===== config.mk =====
export PLATFORM = sky130hd
export DESIGN_NAME = ex_mem_pipe
export DESIGN_NICKNAME = d
export VERILOG_FILES = /design/src/rtl/ex_mem_pipe.sv
export SDC_FILE = /design/constraint.sdc
export NUM_CORES = 1
export LEC_CHECK = 0
export CAP_MARGIN = 20
export CORE_UTILIZATION = 45
export CTS_CLUSTER_SIZE = 16
export DETAILED_ROUTE_END_ITERATION = 8
export PLACE_DENSITY_LB_ADDON = 0.3
export SLEW_MARGIN = 30
export SYNTH_ARGS = -nofsm -noshare
export SYNTH_HDL_FRONTEND = slang
export SYNTH_SLANG_ARGS = --single-unit

===== constraint.sdc =====
create_clock -name clk -period 1.7 [get_ports clk]
set_input_delay 0.17 -clock clk [delete_from_list [all_inputs] [get_ports clk]]
set_output_delay 0.17 -clock clk [all_outputs]
set_load 0.02 [all_outputs]

===== src/rtl/ex_mem_pipe.sv =====
// EX/MEM pipeline boundary: two-entry head/skid buffer with a registered ex_ready,
// and a bypass port that exports the youngest buffered GPR write.
module ex_mem_pipe #(
  parameter int DATA_W     = 32,
  parameter int PC_W       = 32,
  parameter int REG_ADDR_W = 5,
  parameter int FUNCT_W    = 6,
  parameter int MEM_OP_W   = 4
) (
  input  logic                  clk,
  input  logic                  rst,
  input  logic                  flush,
  input  logic                  ex_valid,
  output logic                  ex_ready,
  input  logic [PC_W-1:0]       ex_pc,
  input  logic [DATA_W-1:0]     ex_result,
  input  logic [FUNCT_W-1:0]    ex_funct,
  input  logic                  ex_wen,
  input  logic [REG_ADDR_W-1:0] ex_waddr,
  input  logic [MEM_OP_W-1:0]   ex_mem_op,
  input  logic [DATA_W-1:0]     ex_mem_wdata,
  output logic                  mem_valid,
  input  logic                  mem_ready,
  output logic [PC_W-1:0]       mem_pc,
  output logic [DATA_W-1:0]     mem_result,
  output logic [FUNCT_W-1:0]    mem_funct,
  output logic                  mem_wen,
  output logic [REG_ADDR_W-1:0] mem_waddr,
  output logic [MEM_OP_W-1:0]   mem_mem_op,
  output logic [DATA_W-1:0]     mem_mem_wdata,
  output logic                  fwd_en,
  output logic [REG_ADDR_W-1:0] fwd_addr,
  output logic [DATA_W-1:0]     fwd_data,
  output logic                  fwd_is_load,
  output logic [1:0]            occupancy
);

  // Encoding equals the entry count, so occupancy is the state register itself.
  localparam logic [1:0] EMPTY = 2'd0;
  localparam logic [1:0] ONE   = 2'd1;
  localparam logic [1:0] TWO   = 2'd2;

  typedef struct packed {
    logic [PC_W-1:0]       pc;
    logic [DATA_W-1:0]     result;
    logic [FUNCT_W-1:0]    funct;
    logic                  wen;
    logic [REG_ADDR_W-1:0] waddr;
    logic [MEM_OP_W-1:0]   mem_op;
    logic [DATA_W-1:0]     wdata;
  } entry_t;

  logic [1:0] r_state;
  logic       r_ex_ready;
  entry_t     r_head;
  entry_t     r_skid;

  logic [1:0] w_state_nxt;
  logic       w_accept;
  logic       w_deq;
  logic       w_load_head;
  logic       w_load_skid;
  logic       w_skid_to_head;
  entry_t     w_in;

  logic                  w_src_valid;
  logic                  w_src_wen;
  logic                  w_src_load;
  logic [REG_ADDR_W-1:0] w_src_waddr;
  logic [DATA_W-1:0]     w_src_result;

  always_comb begin
    w_in.pc     = ex_pc;
    w_in.result = ex_result;
    w_in.funct  = ex_funct;
    // A write to r0 is architecturally a no-op, so it is stored as non-writing.
    w_in.wen    = ex_wen & (|ex_waddr);
    w_in.waddr  = ex_waddr;
    w_in.mem_op = ex_mem_op;
    w_in.wdata  = ex_mem_wdata;
  end

  assign w_accept = ex_valid & r_ex_ready;
  assign w_deq    = (r_state != EMPTY) & mem_ready;

  always_comb begin
    w_state_nxt    = r_state;
    w_load_head    = 1'b0;
    w_load_skid    = 1'b0;
    w_skid_to_head = 1'b0;
    case (r_state)
      EMPTY: begin
        if (w_accept) begin
          w_load_head = 1'b1;
          w_state_nxt = ONE;
        end
      end
      ONE: begin
        if (w_accept && w_deq) begin
          w_load_head = 1'b1;
        end else if (w_accept) begin
          w_load_skid = 1'b1;
          w_state_nxt = TWO;
        end else if (w_deq) begin
          w_state_nxt = EMPTY;
        end
      end
      TWO: begin
        if (w_deq) begin
          w_skid_to_head = 1'b1;
          w_state_nxt    = ONE;
        end
      end
      default: w_state_nxt = EMPTY;
    endcase
    if (flush) w_state_nxt = EMPTY;
  end

  always_ff @(posedge clk or negedge rst) begin
    if (!rst) begin
      r_state    <= EMPTY;
      r_ex_ready <= 1'b1;
      r_head     <= '0;
      r_skid     <= '0;
    end else begin
      r_state    <= w_state_nxt;
      r_ex_ready <= (w_state_nxt != TWO);
      if (w_load_head)         r_head <= w_in;
      else if (w_skid_to_head) r_head <= r_skid;
      if (w_load_skid)         r_skid <= w_in;
    end
  end

  assign ex_ready  = r_ex_ready;
  assign occupancy = r_state;
  assign mem_valid = (r_state != EMPTY);

  always_comb begin
    mem_pc        = '0;
    mem_result    = '0;
    mem_funct     = '0;
    mem_wen       = 1'b0;
    mem_waddr     = '0;
    mem_mem_op    = '0;
    mem_mem_wdata = '0;
    if (mem_valid) begin
      mem_pc        = r_head.pc;
      mem_result    = r_head.result;
      mem_funct     = r_head.funct;
      mem_wen       = r_head.wen;
      mem_waddr     = r_head.waddr;
      mem_mem_op    = r_head.mem_op;
      mem_mem_wdata = r_head.wdata;
    end
  end

  // Youngest in-flight entry is the skid when both slots are full.
  assign w_src_valid  = (r_state != EMPTY);
  assign w_src_wen    = (r_state == TWO) ? r_skid.wen       : r_head.wen;
  assign w_src_load   = (r_state == TWO) ? r_skid.mem_op[3] : r_head.mem_op[3];
  assign w_src_waddr  = (r_state == TWO) ? r_skid.waddr     : r_head.waddr;
  assign w_src_result = (r_state == TWO) ? r_skid.result    : r_head.result;

  assign fwd_en      = w_src_valid & w_src_wen;
  assign fwd_is_load = w_src_valid & w_src_load;
  assign fwd_addr    = fwd_en ? w_src_waddr  : '0;
  assign fwd_data    = fwd_en ? w_src_result : '0;

endmodule


==> Word-level counts from Yosys, hierarchy flattened <==
Index checks and enable logic that the tools add are counted.
{ "op_classes": {"eq_ne": 3, "muxes": 29, "bitwise_logic": 5, "reduce_logical": 5} }
{ "ops": {"columns": ["operator", "n"], "rows": [
  ["two-way mux 112 bit", 2],
  ["two-way mux 32 bit", 5],
  ["two-way mux 5 bit", 3],
  ["two-way mux 2 bit", 6],
  ["two-way mux 1 bit", 9],
  ["two-way mux 6 bit", 1],
  ["case mux 2 bit (3 select lines)", 1],
  ["AND 1 bit", 5],
  ["OR reduction 5 bit", 1],
  ["two-way mux 4 bit", 1],
  ["nonzero test 2 bit", 2],
  ["equality test 2 x 1 -> 1 bit, second input constant", 1],
  ["equality test 2 bit, second input constant", 1],
  ["zero test 2 bit", 1],
  ["!= test 2 bit, second input constant", 1],
  ["case mux 1 bit (2 select lines)", 1],
  ["logical AND 1 bit", 1]
]} }
{ "word_totals": {"ff_bits": 227, "out_inout_bits": 155, "elab_cells": 58} }

==> Logic depth before layout (Yosys ltp) <==
Gate-level depths: netlist of the first run.
{ "depth": {"ltp_word": 8, "depth_mapped": 7, "mapped_depth_nobuf": 4} }

==> Worst setup path after synthesis of the first run <==
No wires, ideal clock.
{ "synth_path": {"kind": "reg-to-output", "from": "register r_state[1], in the netlist occupancy[1]", "to": "output fwd_data[11]", "t_arrival_ps": 1807, "required_ps": 1530, "setup_slack_ps": -277, "stages_incl_launch_ff": 7, "n_path_buf": 3, "cell_sequence": "dfrtp_1 buf_2 nor2b_1 clkbuf_1 buf_2 nand2_1 a21oi_1"} }
{ "synth_between": {"elab_chain_cells": 4, "elab_cells_between_ends": 6, "cone_classes": "eq/ne (1); mux (3); bitwise (1); reduce/logical (1)"} }
{ "synth_rtl": {"columns": ["element", "line_no", "text"], "rows": [
  ["start, declared", "53", "logic [1:0] r_state;"],
  ["start signal, assigned", "126", "r_state <= w_state_nxt;"],
  ["equality test 2 bit", "159, 162", null],
  ["two-way mux 1 bit", "159", "assign w_src_wen = (r_state == TWO) ? r_skid.wen : r_head.wen;"],
  ["AND 1 bit", "164", "assign fwd_en = w_src_valid & w_src_wen;"],
  ["two-way mux 32 bit (*)", "167", "assign fwd_data = fwd_en ? w_src_result : '0;"],
  ["end, declared", "33", "output logic [DATA_W-1:0] fwd_data,"]
]} }
Mark *: on every way between the ends. The rest lies on a longest branch, timed or not.

==> Worst setup path in the final report of the first run <==
{ "layout_path": {"from": "register r_state[0], in the netlist occupancy[0]", "to": "output mem_mem_op[2]"} }
{ "layout_between": {"elab_chain_cells": 2} }
{ "layout_rtl": {"columns": ["element", "line_no", "text"], "rows": [
  ["nonzero test 2 bit", "136", "assign mem_valid = (r_state != EMPTY);"],
  ["two-way mux 4 bit", "146", "if (mem_valid) begin"],
  ["end, declared", "29", "output logic [MEM_OP_W-1:0] mem_mem_op,"]
]} }
Every way passes these cells.

==> results by group, run 1 <==
Global route
  – Number of global-route vias before repair: 8673
  – Met2 Usage GRT: 0.388
  – Met1 Track Usage GR: 0.292
  – GR Layer Usage met3: 0.0606
  – First-pass GRT wire length: 45200 um
  – Total GRT Usage: 0.232
  – Antenna violations before repair: 1
  – Pin count of the biggest net entering global routing: 52
  – GR peak layer: met2
  – Total gr overflow: 0

STA
  – WHS: 0.171 ns
  – Min setup slack post-route: -0.366 ns
  – Setup TNS Final: -68.66 ns
  – Final Setup Violations: 375
  – Tcrit/Tclk final: 1.22
  – Unrepaired setup endpoints after global routing: yes
  – Slew @ Worst Pin: 0.414 ns
  – Final worst path period need: 2.07 ns
  – Final hold viol count: 0
  – Pins Over Slew Limit: 0
  – Final setup skew: 0.0233 ns
  – Slew HR: 0.724
  – Max frequency: 0.484 GHz

Clocking
  – H-tree depth: 1
  – Worst-case clock buffer depth: 3
  – TritonCTS Buffers: 25
  – TritonCTS Sinks: 227
  – CTS tree: done
  – Clock Latency Late Sink: 0.52 ns
  – Root buf cell: clkbuf_16
  – Clock-pin slew on the worst setup and hold paths: 0.06 ns

Yosys
  – Mapped Cells: 993
  – Synth Area per Inst: 10.8 um^2
  – Synthesized area: 10700 um^2
  – Netlist cell types: 30
  – Area leader, netlist: dfrtp_1
  – Area contributors post-synth: dfrtp_1 53%, mux2_2 12%, mux2i_1 11%
  – Area share of the largest cell type after synthesis: 0.528
  – Flop and latch count out of synthesis: 227
  – Syn Nets: 1110
  – Yosys warns: 0
  – Seq/Total Area, Yosys: 0.530

Worst setup path
  – Max incr delay on CP: 0.45 ns
  – Arr. time, crit path: 1.90 ns
  – Crit-path cells: or2_4 > buf_6 > and2_1 > clkdlybuf4s15_2
  – Crit path capture type: output port
  – Crit path launch type: flip-flop
  – Register-to-Register Path Depth: 8
  – Worst-path fanout max: 20
  – Critical Path RT: 1.53 ns
  – CP max-delay cell: dfrtp_2
  – Crit Path Class: reg2out

Floorplanning
  – Io pins: 272
  – Die area: 24400 um^2
  – Height of the chip: 156 um
  – Starting Density: 0.458
  – Std-Cell Rows: 56
  – Core area: 23400 um^2
  – Chip width: 156 um

Finish
  – Filler cell count: 1877
  – Commonest non-fill, non-tap cell in the layout: dfrtp_1
  – Design area: 15500 um^2
  – Ratio of cells with drive above 1 in the final layout: 0.339
  – Area Growth Syn to Fin: 45.1%
  – Leading cell types in the layout, fill and taps excluded: 225 x dfrtp_1, 186 x nand2_1, 115 x clkdlybuf4s50_1, 113 x mux2i_1, 111 x mux2_2
  – Post-layout utilization of the core: 0.664
  – Non-Filler Instances: 1637
  – Final #Nets: 1417

Placed design
  – Post-place instance area: 14500 um^2
  – PortBufs: 271
  – HPWL after detailed placement: 18800 um
  – Placed cell count: 1572
  – GP Congestion: 0.810

Min path
  – Worst Hold Class: in2async

Detailed routing
  – Vias per inst: 5.14
  – Initial DRC Count: 304
  – Residual DRC: 0
  – Routed len/inst: 17.9 um
  – Total wire length: 29200 um
  – TritonRoute pass-1 iters: 5
  – Routed Antenna Nets: 0
  – Routed via count: 8416

Status
  – Status: complete, but fails checks
  – Violated checks: negative setup slack

Job
  – Maxcap violations: 0

Power and ir drop
  – Power density over the cells: 1070 nW/um^2
  – P_leak: 7.56 nW
  – Worst vdd ir: 0.000720 V
-- layer usage --
layer / up-vias / routed length [um]
met5: - / 0
li1: 3972 / -
met2: 261 / 14200
met4: 0 / 782
met3: 53 / 2140
met1: 4130 / 12100
-- final timing paths --
kind | endpoint | from | slack [ns]
max in group asynchronous | r_skid[86] | rst | 0.85
worst min register to register | r_skid[44] | r_skid[44] | 0.51
worst max-delay path | mem_mem_op[2] | occupancy[0] | -0.37
worst max register to register | r_skid[36] | occupancy[0] | -0.24
worst min-delay path | r_head[62] | rst | 0.17
min in group clk | r_head[45] | ex_funct[3] | 0.22
-- metrics by stage --
step / setup slack (ns) / total power, mW
floorplan: -0.0306 / 9.52
global placement: -0.250 / 11.1
CTS: -0.407 / 16.7
global route: -0.424 / 17.5
finish: -0.366 / 16.7
detailed placement: -0.261 / 11.3
-- critical path: cells and delay by family (launching register included) --
kind                   cells  cell delay [ns]
buffers and inverters      2             0.44
DFF                        1             0.45
and+or+nand+nor            2             0.48
-- layout make-up --
type                    count  area (um^2)  share of cell area
diodes                      1         2.50            0.000161
clock buffers              34          709              0.0456
clock inverters            10          109             0.00700
inverters                   3         13.8            0.000885
multi-input cells         690         5070               0.326
flip-flops and latches    227         5680               0.366
well taps                 319          399              0.0257
repair buffers            353         3560               0.229
-- cells by family after synthesis --
group                  share of synthesized area
AOI/OAI and AO/OA                         0.0742
and+or+nand+nor                            0.139
DFF                                        0.530
buffers and inverters                     0.0339
muxes                                      0.222
-- registers in the layout (all words and copies together) (netlist names) --
signal and count:
occupancy 2, r_head 112, r_skid 112, ex_ready 1
-- Yosys cell counts (all sizes together) --
cell type,count
a22o,1
nor3,1
nand2b,1
a21oi,37
o21ai,112
buf,41
mux2,111
and2,112
dfstp,1
a22oi,1
nor3b,2
clkbuf,32
nor2,2
o22a,1
mux2i,113
nand4b,1
inv,3
dfrtp,226
nand2,188
o21a,1
a211oi,1
a211o,1
or2,1
or4,1
nor2b,1
and2b,1
-- where the power goes --
| part | internal [mW] | switching (mW) |
|---|---|---|
| combinational | 2.08 | 1.85 |
| clock | 3.22 | 2.15 |
| sequential | 6.64 | 0.744 |
| total | 11.9 | 4.75 |
-- repair_timing --
item | CTS | global route
gates cloned | 1 | 6
endpoints found under the setup margin | 286 | 374
hold endpoints to repair | 194 | 0
hold buffers | 1 | 0
buffers inserted | 6 | 8
resized for setup | 682 | 90
pin swaps | 1 | 5
(Power assumes the default switching activity.)
==> inputs of run 2 (changes only) <==
--- a/config.mk
+++ b/config.mk
@@ -7,8 +7,11 @@
 export LEC_CHECK = 0
 export CAP_MARGIN = 20
-export CORE_UTILIZATION = 45
+export CELL_PAD_IN_SITES_DETAIL_PLACEMENT = 1
+export CELL_PAD_IN_SITES_GLOBAL_PLACEMENT = 1
+export CORE_UTILIZATION = 34
 export CTS_CLUSTER_SIZE = 16
 export DETAILED_ROUTE_END_ITERATION = 8
 export PLACE_DENSITY_LB_ADDON = 0.3
+export REMOVE_ABC_BUFFERS = 1
 export SLEW_MARGIN = 30
 export SYNTH_ARGS = -nofsm -noshare
==> constraint.sdc (replaced) <==
create_clock -name clk -period 1.7 [get_ports clk]
set_input_delay 0.255 -clock clk [delete_from_list [all_inputs] [get_ports clk]]
set_output_delay 0.255 -clock clk [all_outputs]
set_load 0.02 [all_outputs]
==> results by group, run 2 (same netlist as run 1, synthesis figures left out) <==
Detailed routing
  – Routed via count: 8971 (was 8416)
  – Routed len/inst: 21.4 um (was 17.9 um)
  – Residual DRC: 44 (was 0)
  – Routed Antenna Nets: 0 (unchanged)
  – TritonRoute pass-1 iters: 6 (was 5)
  – Vias per inst: 5.04 (was 5.14)
  – Initial DRC Count: 514 (was 304)
  – Total wire length: 38200 um (was 29200 um)

Worst setup path
  – Crit Path Class: reg2out (unchanged)
  – Arr. time, crit path: 2.06 ns (was 1.90 ns)
  – Max incr delay on CP: 0.41 ns (was 0.45 ns)
  – Crit path launch type: flip-flop (unchanged)
  – Most used cell, CP: buf_12
  – Bufs and invs on worst path: 6 (was 2)
  – CP max-delay cell: dfrtp_1 (was dfrtp_2)
  – Crit path capture type: output port (unchanged)
  – Crit-path cells: nor2b_4 > buf_6 > buf_12 > buf_12 > buf_12 > buf_8 > nand2_1 > a21oi_2 > buf_4 (was or2_4 > buf_6 > and2_1 > clkdlybuf4s15_2)
  – Register-to-Register Path Depth: 9 (was 8)
  – Critical path's top delay family: buffers and inverters (was simple AND/OR/NAND/NOR gates)
  – Critical Path RT: 1.44 ns (was 1.53 ns)
  – Worst-path fanout max: 5 (was 20)
  – Critical path depth: 9 (was 4)

Finish
  – Leading cell types in the layout, fill and taps excluded: 225 x dfrtp_1, 170 x nand2_1, 115 x clkdlybuf4s50_1, 113 x mux2i_1, 111 x mux2_2 (was 225 x dfrtp_1, 186 x nand2_1, 115 x clkdlybuf4s50_1, 113 x mux2i_1, 111 x mux2_2)
  – ANT cells: 0 (was 1)
  – Area Growth Syn to Fin: 54.9% (was 45.1%)
  – Final #Nets: 1482 (was 1417)
  – Design area: 16600 um^2 (was 15500 um^2)
  – Register area: 5680 um^2 (unchanged)
  – Post-layout utilization of the core: 0.538 (was 0.664)
  – Commonest non-fill, non-tap cell in the layout: dfrtp_1 (unchanged)
  – Multi-input logic area: 5120 um^2 (was 5070 um^2)
  – Ratio of cells with drive above 1 in the final layout: 0.388 (was 0.339)
  – Filler cell count: 3243 (was 1877)

Global route
  – Total gr overflow: 0 (unchanged)
  – Total GRT Usage: 0.204 (was 0.232)
  – Antenna violations before repair: 1 (unchanged)
  – First-pass GRT wire length: 53100 um (was 45200 um)
  – Pin count of the biggest net entering global routing: 64 (was 52)
  – Number of global-route vias before repair: 9388 (was 8673)

Floorplanning
  – Height of the chip: 180 um (was 156 um)
  – Starting Density: 0.347 (was 0.458)
  – Std-Cell Rows: 64 (was 56)
  – Chip width: 180 um (was 156 um)
  – Die area: 32200 um^2 (was 24400 um^2)
  – Io pins: 272 (unchanged)
  – Core area: 30800 um^2 (was 23400 um^2)

Placed design
  – PortBufs: 271 (unchanged)
  – GP Congestion: 0.788 (was 0.810)
  – HPWL after detailed placement: 22000 um (was 18800 um)
  – Post-place instance area: 14500 um^2 (about the same)

Status
  – Status: complete, but fails checks (unchanged)
  – Violated checks: design-rule violations, negative setup slack (was negative setup slack)

STA
  – Max frequency: 0.431 GHz (was 0.484 GHz)
  – Slew HR: 0.757 (was 0.724)
  – Final Setup Violations: 378 (was 375)
  – Final setup skew: 0.0189 ns (was 0.0233 ns)
  – Unrepaired setup endpoints after global routing: yes (unchanged)
  – Final hold viol count: 0 (unchanged)
  – Tcrit/Tclk final: 1.36 (was 1.22)
  – WHS: 0.180 ns (was 0.171 ns)
  – Pins Over Slew Limit: 0 (unchanged)
  – Final worst path period need: 2.32 ns (was 2.07 ns)
  – Min setup slack post-route: -0.618 ns (was -0.366 ns)
  – Slew @ Worst Pin: 0.365 ns (was 0.414 ns)

Power and ir drop
  – Power density over the cells: 1060 nW/um^2 (was 1070 nW/um^2)
  – Worst vdd ir: 0.000686 V (was 0.000720 V)
  – P_leak: 8.16 nW (was 7.56 nW)

Clocking
  – Root buf cell: clkbuf_16 (unchanged)
  – CTS tree: done (unchanged)
  – Worst-case clock buffer depth: 3 (unchanged)
  – TritonCTS Sinks: 227 (unchanged)
  – TritonCTS Buffers: 27 (was 25)
  – Clock-pin slew on the worst setup and hold paths: 0.06 ns (about the same)
  – Clock Latency Late Sink: 0.53 ns (was 0.52 ns)
  – H-tree depth: 1 (unchanged)

Min path
  – Worst Hold Class: in2async (unchanged)

Job
  – Maxcap violations: 0 (unchanged)
[run 2: cell count changes in the layout (fill, tap and decap cells not counted), moves of 6 or more]
cell / delta
nand2_2: +9
nand2_4: +6
a21oi_4: -12
clkdlybuf4s15_2: -17
clkbuf_2: +23
buf_6: +12
and2_4: +8
buf_4: +19
and2_1: -8
nand2_1: -16
a21oi_2: +11
clkbuf_16: +20
[run 2: path summary, 6_finish.rpt]
check | start | to | slack (ns)
worst max-delay path | occupancy[1] | fwd_data[30] | -0.62
worst min-delay path | rst | r_head[24] | 0.18
worst max register to register | occupancy[0] | r_head[58] | -0.38
worst min register to register | r_skid[99] | r_skid[99] | 0.51
max in group asynchronous | rst | r_head[73] | 0.83
min in group clk | ex_mem_wdata[26] | r_head[26] | 0.30
[run 2: through the flow]
stage | setup WS (ns) | power (mW) | setup TNS [ns] | std cells
final | -0.618 | 17.6 | -145.07 | 1781
after CTS | -0.756 | 17.1 | -112.11 | 1734
after detailed placement | -0.380 | 11.3 | -95.42 | 1660
after global placement | -0.382 | 11.1 | -92.52 | 1660
after floorplan | -4.98 | 9.37 | -1125.24 | 920
after global routing | -0.699 | 18.5 | -166.76 | 1781
[run 2: cell type report]
| type | count | area share |
|---|---|---|
| inverters | 3 | 0.000679 |
| flip-flops and latches | 227 | 0.342 |
| multi-input cells | 691 | 0.308 |
| clock buffers | 35 | 0.0431 |
| clock inverters | 14 | 0.00927 |
| well taps | 396 | 0.0299 |
| repair buffers | 415 | 0.266 |
[run 2: repair_timing]
item,in CTS,in global routing
resized for setup,489,325
cloned,2,27
endpoints found under the setup margin,375,378
setup buffers,22,23
pin swaps,10,27
endpoints found under the hold margin,209,0
hold buffers,1,0
[run 2: power breakdown]
part | leakage (nW) | internal [mW] | switching [mW]
clock network | 0.426 | 3.42 | 2.33
registers | 2.75 | 6.64 | 0.866
logic | 4.98 | 2.32 | 2.05
total | 8.16 | 12.4 | 5.25
[run 2: routing by layer]
metal	track usage	vias up	routed length (um)
met5	0	-	17
met4	0.0459	2	675
met3	0.0571	49	2490
met2	0.336	241	18300
met1	0.266	4560	16700
li1	-	4119	-
